[src/rtl/fft_pkg.sv]
// Shared FFT/IFFT butterfly definitions: sample width, twiddle codes, scale constants, saturation helper.
package fft_pkg;

  localparam int FFT_DW = 9;

  // Twiddle magnitude codes; W_RSV is reserved and scales like W_ONE.
  localparam logic [1:0] W_ZERO = 2'd0;
  localparam logic [1:0] W_R2   = 2'd1;
  localparam logic [1:0] W_ONE  = 2'd2;
  localparam logic [1:0] W_RSV  = 2'd3;

  // Q8 scale factors: 0, 1/sqrt(2), 1.0
  localparam int K_ZERO   = 0;
  localparam int K_R2     = 181;
  localparam int K_ONE    = 256;
  localparam int TW_SHIFT = 8;

  typedef struct packed {
    logic [1:0] mag;
    logic       neg;
  } tw_t;

  function automatic int sat(input int v, input int w);
    int hi;
    int lo;
    hi = (1 << (w - 1)) - 1;
    lo = -(1 << (w - 1));
    if (v > hi) return hi;
    if (v < lo) return lo;
    return v;
  endfunction

endpackage

[src/rtl/twiddle_scale.sv]
// Combinational twiddle component multiply: p = +/-((x*K) >>> 8), two guard bits so -(-256) holds.
module twiddle_scale
  import fft_pkg::*;
#(
  parameter int DW = FFT_DW
) (
  input  logic signed [DW-1:0] x,
  input  logic        [1:0]    mag,
  input  logic                 neg,
  output logic signed [DW+1:0] p
);

  localparam int PW = DW + 10;

  logic signed [PW-1:0] x_ext;
  logic signed [PW-1:0] k_ext;
  logic signed [DW+1:0] mag_p;

  always_comb begin
    x_ext = PW'(x);
    unique case (mag)
      W_ZERO:  k_ext = PW'(K_ZERO);
      W_R2:    k_ext = PW'(K_R2);
      default: k_ext = PW'(K_ONE);
    endcase
    // Arithmetic shift floors negative products toward -inf.
    mag_p = (DW + 2)'((x_ext * k_ext) >>> TW_SHIFT);
    p     = neg ? -mag_p : mag_p;
  end

endmodule

[src/rtl/ifft_butterfly.sv]
// Radix-2 inverse DIF butterfly: xa=(ya+yb)/2, xb=((ya-yb)/2)*conj(W); 2-cycle latency, 1 beat/cycle.
// Backpressure is a global stall (o_valid && !i_ready) that freezes both stages.
module ifft_butterfly
  import fft_pkg::*;
#(
  parameter int DW    = FFT_DW,
  parameter bit HALVE = 1'b1
) (
  input  logic                 i_clk,
  input  logic                 i_rst_n,
  input  logic                 i_valid,
  output logic                 o_ready,
  input  logic        [1:0]    i_w_re_mag,
  input  logic                 i_w_re_neg,
  input  logic        [1:0]    i_w_im_mag,
  input  logic                 i_w_im_neg,
  input  logic signed [DW-1:0] i_ya_re,
  input  logic signed [DW-1:0] i_ya_im,
  input  logic signed [DW-1:0] i_yb_re,
  input  logic signed [DW-1:0] i_yb_im,
  output logic                 o_valid,
  input  logic                 i_ready,
  output logic signed [DW-1:0] o_xa_re,
  output logic signed [DW-1:0] o_xa_im,
  output logic signed [DW-1:0] o_xb_re,
  output logic signed [DW-1:0] o_xb_im
);

  logic stall;
  logic accept;

  assign stall   = o_valid && !i_ready;
  assign o_ready = !stall;
  assign accept  = i_valid && o_ready;

  // Stage 1: sum / difference with optional halving
  function automatic logic signed [DW-1:0] scale1(input logic signed [DW:0] v);
    if (HALVE) return v[DW:1];
    else       return DW'(sat(int'(v), DW));
  endfunction

  logic signed [DW:0]   s_re, s_im, d_re, d_im;
  logic signed [DW-1:0] s1_xa_re, s1_xa_im, s1_d_re, s1_d_im;
  tw_t                  s1_w_re, s1_w_im;
  logic                 s1_vld;

  always_comb begin
    s_re = {i_ya_re[DW-1], i_ya_re} + {i_yb_re[DW-1], i_yb_re};
    s_im = {i_ya_im[DW-1], i_ya_im} + {i_yb_im[DW-1], i_yb_im};
    d_re = {i_ya_re[DW-1], i_ya_re} - {i_yb_re[DW-1], i_yb_re};
    d_im = {i_ya_im[DW-1], i_ya_im} - {i_yb_im[DW-1], i_yb_im};
  end

  always_ff @(posedge i_clk) begin
    if (!i_rst_n) begin
      s1_vld   <= 1'b0;
      s1_xa_re <= '0;
      s1_xa_im <= '0;
      s1_d_re  <= '0;
      s1_d_im  <= '0;
      s1_w_re  <= '0;
      s1_w_im  <= '0;
    end else if (!stall) begin
      s1_vld <= i_valid;
      if (accept) begin
        s1_xa_re <= scale1(s_re);
        s1_xa_im <= scale1(s_im);
        s1_d_re  <= scale1(d_re);
        s1_d_im  <= scale1(d_im);
        s1_w_re  <= '{mag: i_w_re_mag, neg: i_w_re_neg};
        s1_w_im  <= '{mag: i_w_im_mag, neg: i_w_im_neg};
      end
    end
  end

  // Stage 2: xb = d * conj(W)
  logic signed [DW+1:0] p_rr, p_ii, p_ir, p_ri;

  twiddle_scale #(.DW(DW)) u_ts_rr (.x(s1_d_re), .mag(s1_w_re.mag), .neg(s1_w_re.neg), .p(p_rr));
  twiddle_scale #(.DW(DW)) u_ts_ii (.x(s1_d_im), .mag(s1_w_im.mag), .neg(s1_w_im.neg), .p(p_ii));
  twiddle_scale #(.DW(DW)) u_ts_ir (.x(s1_d_im), .mag(s1_w_re.mag), .neg(s1_w_re.neg), .p(p_ir));
  twiddle_scale #(.DW(DW)) u_ts_ri (.x(s1_d_re), .mag(s1_w_im.mag), .neg(s1_w_im.neg), .p(p_ri));

  logic signed [DW+2:0]  xb_re_sum, xb_im_sum;
  logic signed [DW-1:0]  xb_re_n, xb_im_n;

  always_comb begin
    xb_re_sum = (DW + 3)'(p_rr) + (DW + 3)'(p_ii);
    xb_im_sum = (DW + 3)'(p_ir) - (DW + 3)'(p_ri);
    xb_re_n   = DW'(sat(int'(xb_re_sum), DW));
    xb_im_n   = DW'(sat(int'(xb_im_sum), DW));
  end

  always_ff @(posedge i_clk) begin
    if (!i_rst_n) begin
      o_valid <= 1'b0;
      o_xa_re <= '0;
      o_xa_im <= '0;
      o_xb_re <= '0;
      o_xb_im <= '0;
    end else if (!stall) begin
      o_valid <= s1_vld;
      if (s1_vld) begin
        o_xa_re <= s1_xa_re;
        o_xa_im <= s1_xa_im;
        o_xb_re <= xb_re_n;
        o_xb_im <= xb_im_n;
      end
    end
  end

endmodule

[config.mk]
export PLATFORM = sky130hd
export DESIGN_NAME = ifft_butterfly
export DESIGN_NICKNAME = d
export VERILOG_FILES = /design/src/rtl/fft_pkg.sv /design/src/rtl/twiddle_scale.sv /design/src/rtl/ifft_butterfly.sv
export SDC_FILE = /design/constraint.sdc
export NUM_CORES = 1
export LEC_CHECK = 0
export ABC_AREA = 1
export CORE_MARGIN = 5
export CORE_UTILIZATION = 60
export DETAILED_ROUTE_END_ITERATION = 10
export PLACE_DENSITY = 0.8
export SLEW_MARGIN = 10
export SYNTH_ARGS = -nofsm -noshare
export SYNTH_HDL_FRONTEND = slang
export SYNTH_SLANG_ARGS = --single-unit
[constraint.sdc]
create_clock -name i_clk -period 6.85 [get_ports i_clk]
set_input_delay 1.0275 -clock i_clk [delete_from_list [all_inputs] [get_ports i_clk]]
set_output_delay 1.0275 -clock i_clk [all_outputs]
set_load 0.02 [all_outputs]
==> metrics.csv, run 1 <==
metric;value;unit
Post-Syn Instances;2095;
CP arrival;6.80;ns
CTS tree;done;
Adder-Cell Fraction of Synth Area;36.4;%
XOR/XNOR Fraction of Synth Area;4.99;%
port bufs;83;
Post-CTS Hold Buffers;0;
synth unique cells;48;
DRC violations left;0;
1st-iter DRT viols;1002;
simple-gate share of the synthesized area;23.4;%
leakage;0.00937;µW
Final ANT Viol Nets;0;
effective utilization at floorplan;61.1;%
Die Span X;165;µm
total grt overflow;0;
Critical Path End;o_xb_im[2];
number of global-route vias before repair;13000;
clk slew on worst S/H paths;0.07;ns
Max Fanout on Critical Path;11;
initial antenna violation count;1;
slew margin rel.;31.1;%
first-pass GRT wire length;59700;µm
Vias/cell;5.37;
mux cell area share after synthesis;0;%
largest net degree at the start of global routing;58;
Longest Clk Path Bufs;2;
Avg Inst Size Synth;6.86;µm²
ant diodes;0;
# H-tree levels;3;
placed cell count;2495;
CP Launch Type;flip-flop;
Core Region;23500;µm²
final setup fails;0;
Die Y-Extent;165;µm
Critical Path End Type;flip-flop;
Final Skew;0.0203;ns
R2R cell count;37;
Sink Count;80;
Post-synth EDFFs;0;
# nets final;2603;
hold_sp;s1_xa_re[2];
first drt pass iteration count;7;
worst stage delay on the critical path;0.55;ns
complex-gate fraction of the synthesized area;11.9;%
layout cells sized above 1;7.74;%
GR Util All Layers;26.8;%
detailed placer's ending HPWL;30100;µm
Main synth FF type;dfxtp_1;
area grow syn2layout;13.9;%
WP data required;7.08;ns
pwr dens;225;nW/µm²
Worst Hold Class;flip-flop to flip-flop;
DP Worst Slack;0.0581;ns
Slew Limit Fails;0;
Routed WL;36100;µm
R2R Setup Slk;0.28;ns
Final period util;95.9;%
post-synthesis register bit count;80;
CTS buffer count;9;
Reg-to-Reg Start;s1_w_re[2];
crit path time final;6.57;ns
post-synthesis sequential area ratio;11.1;%
fmax;152;MHz
Crit Path Category;flip-flop to flip-flop;
endpoint of the worst-slack reg-to-reg timing path;o_xb_im[2];
status;complete, no violations;
Final Worst Setup Slack;0.281;ns
crit path launch;s1_w_re[2];
Final GP Congestion;0.979;
hold path depth;2;
Layout Cells excl Fill;2516;
Row Count;56;
main combinational cell family by area after synthesis;adder cells;
post-DR wirelength/cell;14.3;µm
Max VDD drop;0.149;mV
clock root buffer master;clkbuf_16;
total number of vias;13500;
asr flop ratio synth;0;%
Worst-Margin Slew;1.03;ns
clk_lat worst skew;0.37;ns
final hold violations;0;
total number of yosys warnings;0;
slowest CP cell;fa_1;
# IOs;84;
max-cap viol count;0;
Netlist Area Pre-Place;14400;µm²
die area;27200;µm²
worst max-delay path: cells and delay by family, from the launching register on:
| kind | cells | cell delay [ns] |
|---|---|---|
| AO/OA/AOI/OAI | 3 | 0.49 |
| buffers and inverters | 8 | 0.80 |
| AND/OR/NAND/NOR | 18 | 2.08 |
| XOR/XNOR | 1 | 0.14 |
| adder cells (fa/ha/maj) | 7 | 2.59 |
| flip-flops | 1 | 0.33 |
per-layer routing:
metal | part of all wire (%) | track usage (%) | vias to the layer above
li1 | - | - | 6849
met1 | 46 | 35.8 | 6157
met2 | 45 | 45.0 | 442
met3 | 6.5 | 4.82 | 73
met4 | 2.4 | 7.03 | 2
met5 | 0.036 | 0 | -
sequential cells by signal (all words and copies together) (netlist names):
| name | flops |
|---|---|
| s1_xa_im | 9 |
| s1_w_im | 3 |
| o_xa_im | 9 |
| o_xb_re | 9 |
| o_xb_im | 9 |
| s1_w_re | 3 |
| s1_d_re | 9 |
| s1_xa_re | 9 |
| s1_d_im | 9 |
| o_xa_re | 9 |
| o_valid | 1 |
| s1_vld | 1 |
synthesized netlist by cell type, types with 3 or more instances:
cell type | instances | area, µm²
inv_1 | 413 | 1550
a21oi_2 | 6 | 52.6
buf_1 | 3 | 11.3
xnor2_1 | 24 | 210
o21bai_1 | 8 | 60.1
clkbuf_1 | 33 | 124
o22ai_1 | 4 | 25.0
nand2_1 | 423 | 1590
nand3b_1 | 13 | 97.6
a21oi_1 | 138 | 691
ha_1 | 274 | 3430
buf_2 | 7 | 35.0
fa_1 | 90 | 1800
inv_2 | 6 | 22.5
nand2_2 | 14 | 87.6
nor4_1 | 3 | 18.8
dfxtp_1 | 80 | 1600
o31ai_1 | 3 | 22.5
a31oi_1 | 6 | 37.5
o21a_1 | 4 | 30.0
xor2_1 | 56 | 490
or2_2 | 8 | 50.1
nand4_1 | 29 | 181
o21ai_0 | 113 | 566
o21ai_1 | 7 | 35.0
o21ai_2 | 3 | 26.3
nor2_2 | 6 | 37.5
nand3_1 | 92 | 460
o211ai_1 | 8 | 60.1
nor2_1 | 185 | 694
nor3_1 | 10 | 50.1
through the flow:
| stage | total power, µW | util [%] | hold WS (ns) | instance area (µm²) | setup TNS (ns) |
|---|---|---|---|---|---|
| 6_report | 3690 | 69.6 | 0.461 | 16400 | 0 |
| 5_1_grt | 4070 | 69.6 | 0.484 | 16400 | -1.23 |
| 4_1_cts | 3550 | 67.8 | 0.462 | 16000 | 0 |
| 3_5_place_dp | 3060 | 66.7 | 0.449 | 15700 | 0 |
| 3_3_place_gp | 3050 | 66.7 | 0.439 | 15700 | 0 |
| 2_1_floorplan | 2480 | - | 0.430 | 14400 | 0 |
layout by cell type, fill, tap and decap left out, types with 4 or more instances in the layout:
| cell | instances |
|---|---|
| nor2_2 | 21 |
| inv_2 | 8 |
| ha_2 | 7 |
| nand2_2 | 21 |
| a21oi_1 | 133 |
| conb_1 | 16 |
| xor2_2 | 5 |
| nand3_1 | 91 |
| o211ai_1 | 8 |
| ha_4 | 11 |
| o21a_1 | 4 |
| o22ai_1 | 4 |
| nor2_4 | 8 |
| nand2_1 | 414 |
| buf_4 | 30 |
| nor2_1 | 162 |
| nor3_1 | 10 |
| or2_2 | 8 |
| clkinv_2 | 4 |
| o21bai_1 | 8 |
| xor2_1 | 52 |
| clkdlybuf4s50_1 | 82 |
| inv_1 | 409 |
| buf_6 | 4 |
| a21oi_2 | 10 |
| nand3b_1 | 13 |
| xnor2_1 | 24 |
| clkbuf_16 | 9 |
| nand4_1 | 29 |
| o21ai_1 | 10 |
| fa_1 | 89 |
| dfxtp_1 | 79 |
| o21ai_0 | 109 |
| ha_1 | 256 |
| a31oi_1 | 6 |
logic make-up after synthesis:
group,Yosys count
compound gates,311
simple gates,794
other cells,2
xor+xnor,81
fa+ha+maj,364
buf+inv,463
flops,80
worst min-delay path by stage:
stage | end | slack (ns)
2_1_floorplan | o_xa_im[2] | 0.43
3_3_place_gp | o_xa_im[5] | 0.44
3_5_place_dp | o_xa_im[4] | 0.45
4_1_cts | o_xa_im[4] | 0.46
5_1_grt | o_xa_im[4] | 0.48
6_report | o_xa_re[2] | 0.46
power breakdown:
part	total (µW)	switching [µW]	internal [µW]
Combinational	2680	1650	1030
Sequential	557	37.2	519
Clock	458	216	242
repair_timing:
item,CTS,global route
setup buffers,0,6
endpoints found under the setup margin,0,18
gates resized for setup,0,88
final cells by class:
| cell class | instances | area [µm²] |
|---|---|---|
| Clock buffer | 9 | 225 |
| Fill cell | 2054 | 7160 |
| Clock inverter | 6 | 37.5 |
| Timing Repair Buffer | 117 | 1100 |
| Inverter | 419 | 1580 |
| Tap cell | 319 | 399 |
| Multi-Input combinational cell | 1566 | 11400 |
| Sequential cell | 80 | 1600 |
Power figures use the tool's default switching activity.
==> run 2: changes to the inputs <==
- CORE_UTILIZATION: 60 -> 50
- PLACE_DENSITY: 0.8 -> 0.69
==> run 2 against run 1 <==
Compared with the run above:
- combinational power is 4% higher
- worst setup slack improved by 0.092 ns
- via count decreased by 1.5%
- global-route usage decreased by 4.3 points
- first-iteration DRC count decreased by 29%
- die area increased by 19%
- fmax grew 1.4%
- critical path type unchanged
==> metrics.csv, run 2 (synthesized netlist as in run 1, its figures left out) <==
metric;value;unit
Core Region;28500;µm²
CTS buffer count;9;
Placed Area;15800;µm²
port bufs;83;
layout cells sized above 1;8.92;%
WP data required;7.08;ns
area grow syn2layout;16.0;%
CTS tree;done;
Max VDD drop;0.123;mV
Worst Hold Class;flip-flop to flip-flop;
CP arrival;6.70;ns
post-DR wirelength/cell;14.2;µm
Switch Pwr;1970;µW
Crit Path Category;flip-flop to flip-flop;
slowest CP cell;fa_1;
total grt overflow;0;
clk slew on worst S/H paths;0.08;ns
first-pass GRT wire length;61900;µm
internal power;1930;µW
effective utilization at floorplan;50.4;%
GR Util All Layers;22.5;%
slew margin rel.;45.0;%
clk_lat worst skew;0.35;ns
final setup fails;0;
clock group share of total power;14.3;%
final hold violations;0;
# H-tree levels;3;
Die Span X;180;µm
Reg power frac;14.3;%
Longest Clk Path Bufs;2;
Most Frequent Cell on Critical Path;nand2_1;
CP Launch Type;flip-flop;
total number of vias;13300;
1st-iter DRT viols;710;
Worst-Margin Slew;0.824;ns
Sink Count;80;
Final ANT Viol Nets;0;
commonest non-fill, non-tap cell in the layout;nand2_1;
Bufs and invs on worst path;9;
die area;32200;µm²
ant diodes;0;
placed cell count;2558;
Final Skew;0.0107;ns
crit path time final;6.48;ns
max-cap viol count;0;
DRC violations left;0;
Critical Path End Type;flip-flop;
Slew Limit Fails;0;
Layout Cells excl Fill;2582;
Max Fanout on Critical Path;10;
# nets final;2603;
initial antenna violation count;0;
Routed WL;36800;µm
first drt pass iteration count;7;
detailed placer's ending HPWL;30800;µm
Die Y-Extent;180;µm
R2R Setup Slk;0.37;ns
commonest non-fill, non-tap cells in the layout;412 x nand2_1, 407 x inv_1, 248 x ha_1;
design area;16700;µm²
Post-CTS Hold Buffers;0;
Final GP Congestion;0.930;
Vias/cell;5.16;
pwr dens;234;nW/µm²
Largest delay share family, worst path;adder cells;
# IOs;84;
Final period util;94.6;%
fmax;154;MHz
Layout Utilization;58.4;%
switching share of total power;50.4;%
worst stage delay on the critical path;0.54;ns
combinational fraction of design power;71.4;%
Row Count;62;
largest net degree at the start of global routing;58;
status;complete, no violations;
leakage;0.00940;µW
clock root buffer master;clkbuf_16;
number of global-route vias before repair;12900;
==> run 2: area by class of cell <==
cell class,count,area (µm²)
clock inverter,7,110
fill,2735,11900
multi-input combinational,1566,11600
clock buffer,9,225
sequential,80,1600
inverter,419,1580
timing repair buffer,117,1100
tap,384,480
==> run 2: tightest hold or removal path, delay by kind of cell (launching register included) <==
kind	cells	cell delay (ns)
buf+inv	1	0.06
flops	1	0.30
compound gates	1	0.06
==> run 2: power groups by stage <==
stage,combinational [µW],sequential (µW),clock (µW)
after detailed placement,2500,567,0
after global placement,2500,567,0
after floorplan,1890,591,0
after CTS,2540,558,569
after global routing,3160,566,588
final,2780,559,557
==> run 2: what timing repair did <==
item	in CTS	in global routing
resized for setup	1	121
cloned	0	1
endpoints found under the setup margin	1	18
setup buffers	0	7
pin swaps	0	38
==> run 2: final timing paths <==
kind / startpoint / endpoint / cells after the start
max: s1_w_im[2] / o_xb_im[5] / 36
min reg2reg: s1_xa_re[5] / o_xa_re[5] / 2
min: s1_xa_re[5] / o_xa_re[5] / 2
max reg2reg: s1_w_im[2] / o_xb_im[5] / 36
==> run 2: routing by layer <==
metal  wire length, µm  track usage (%)  vias up
met1             17500             31.0     6108
met3              1780             3.44       46
met2             16800             37.6      324
li1                  -                -     6837
met4               711             4.54        0
met5                 0                0        -
==> run 2: stage by stage <==
step | hold slack (ns) | power (µW) | setup WS (ns) | setup TNS, ns
2_1_floorplan | 0.430 | 2480 | 0.548 | 0
3_3_place_gp | 0.444 | 3070 | 0.173 | 0
3_5_place_dp | 0.449 | 3070 | 0.0328 | 0
4_1_cts | 0.451 | 3670 | 0.0672 | 0
5_1_grt | 0.469 | 4320 | -0.0797 | -0.826
6_report | 0.452 | 3900 | 0.373 | 0
==> run 3: changes to the inputs <==
- PLACE_DENSITY: 0.69 -> 0.71
- clock period: 6.85 -> 5.5 ns (I/O delays scaled with it)
==> run 3 against run 2 <==
Compared with the run above:
- the flow now finishes with violations (setup timing)
- cell area is 18% higher
- worst hold slack better by 0.0099 ns
- critical path depth is 1 lower
- core utilization is 10 points higher
- combinational power is 67% higher
- clock power is 26% higher
- final cell count is 12% higher
- sequential share of layout area is 1.4 points lower
- wire length is 13% higher
- register-to-register slack worse by 1.2 ns
- die area stayed put
- first-iteration DRC count is 2.7% higher
- critical path type unchanged
==> metrics.csv, run 3 (synthesized netlist as in run 1, its figures left out) <==
metric;value;unit
Final Worst Setup Slack;-0.864;ns
clk_lat worst skew;0.36;ns
Switch Pwr;2830;µW
post-DR wirelength/cell;14.4;µm
internal power;3210;µW
effective utilization at floorplan;50.4;%
DP Worst Slack;-0.881;ns
pwr dens;308;nW/µm²
crit path time final;6.36;ns
Final Skew;0.0171;ns
Core Region;28500;µm²
Final GP Congestion;0.921;
Row Count;62;
fmax;157;MHz
clock group share of total power;11.6;%
Worst-Margin Slew;0.909;ns
switching share of total power;46.9;%
initial antenna violation count;0;
status;finished with violations;
clk slew on worst S/H paths;0.08;ns
worst stage delay on the critical path;0.53;ns
Slew Limit Fails;0;
Most Frequent Cell on Critical Path;nand2_1;
combinational fraction of design power;76.9;%
Sink Count;80;
commonest non-fill, non-tap cells in the layout;388 x inv_1, 385 x nand2_1, 330 x buf_4;
Max VDD drop;0.203;mV
area grow syn2layout;36.5;%
Die Y-Extent;180;µm
total grt overflow;0;
commonest non-fill, non-tap cell in the layout;inv_1;
slew margin rel.;39.4;%
Vias/cell;5.07;
largest net degree at the start of global routing;58;
Final period util;116;%
# H-tree levels;3;
Die Span X;180;µm
Post-CTS Hold Buffers;0;
total number of vias;14600;
failing checks;setup timing;
GR Util All Layers;24.8;%
port bufs;83;
clock root buffer master;clkbuf_16;
CP Launch Type;flip-flop;
slowest CP cell;fa_1;
first drt pass iteration count;5;
layout cells sized above 1;24.3;%
max-cap viol count;0;
WP data required;5.73;ns
Routed WL;41500;µm
Layout fillers;2339;
leakage;0.0109;µW
die area;32200;µm²
Layout Utilization;68.7;%
Longest Clk Path Bufs;2;
Final ANT Viol Nets;0;
final hold violations;0;
CTS tree;done;
number of global-route vias before repair;14800;
# nets final;2909;
RSZ-0062 raised after global routing;true;
CP arrival;6.59;ns
detailed placer's ending HPWL;33600;µm
Reg power frac;11.5;%
Crit Path Category;flip-flop to flip-flop;
ant diodes;0;
WHS;0.462;ns
first-pass GRT wire length;68300;µm
Worst Hold Class;flip-flop to flip-flop;
Critical Path End Type;flip-flop;
# IOs;84;
CTS buffer count;9;
1st-iter DRT viols;729;
final setup fails;18;
Max Fanout on Critical Path;8;
DRC violations left;0;
setup_tns;-13.51;ns
-- run 3: final timing paths --
| path | end | from | cells past startpoint | slack [ns] |
|---|---|---|---|---|
| max | o_xb_im[4] | s1_w_re[2] | 35 | -0.86 |
| min | o_xa_re[3] | s1_xa_re[3] | 2 | 0.46 |
| max reg2reg | o_xb_im[4] | s1_w_re[2] | 35 | -0.86 |
| min reg2reg | o_xa_re[3] | s1_xa_re[3] | 2 | 0.46 |
-- run 3: timing repair --
action                                  in CTS  in global routing
endpoints found under the setup margin      18                 18
setup buffers                               36                 12
resized for setup                          106                102
pin swaps                                   93                 75
gates cloned                                 1                  0
hold endpoints to repair                     0                  0
-- run 3: layout make-up --
class | count | area, µm² | share of cell area [%]
multi-input cells | 1567 | 12200 | 62.1
well taps | 384 | 480 | 2.45
repair buffers | 422 | 3430 | 17.5
flip-flops and latches | 80 | 1610 | 8.22
inverters | 419 | 1580 | 8.08
clock inverters | 7 | 108 | 0.549
clock buffers | 9 | 225 | 1.15
-- run 3: routing by layer --
metal  vias to the layer above  track usage [%]  wire length, µm
met5                         -                0                0
met4                         0             7.92             1350
met3                        86             3.82             1910
met2                       343             43.8            20000
met1                      6752             31.2            18200
li1                       7457                -                -
-- run 3: through the flow --
stage	power, µW	area (µm²)	cells
after floorplan	3170	14700	2109
after global placement	4580	18000	2824
after detailed placement	4630	18000	2824
after CTS	5730	19100	2877
after global routing	6570	19600	2888
final	6040	19600	2888
-- run 3: worst max-delay path: cells and delay by family, from the launching register on --
family	cells	cell delay (ns)
adder cells (fa/ha/maj)	7	2.77
AND/OR/NAND/NOR	15	1.49
AO/OA/AOI/OAI	4	0.83
buffers and inverters	8	0.50
flip-flops	1	0.37
XOR/XNOR	1	0.28
-- run 3: power by group through the flow --
stage          sequential, µW  combinational (µW)  clock [µW]
6_report                  692                4650         704
5_1_grt                   701                5130         731
4_1_cts                   691                4330         706
3_5_place_dp              701                3930           0
3_3_place_gp              699                3890           0
2_1_floorplan             736                2430           0
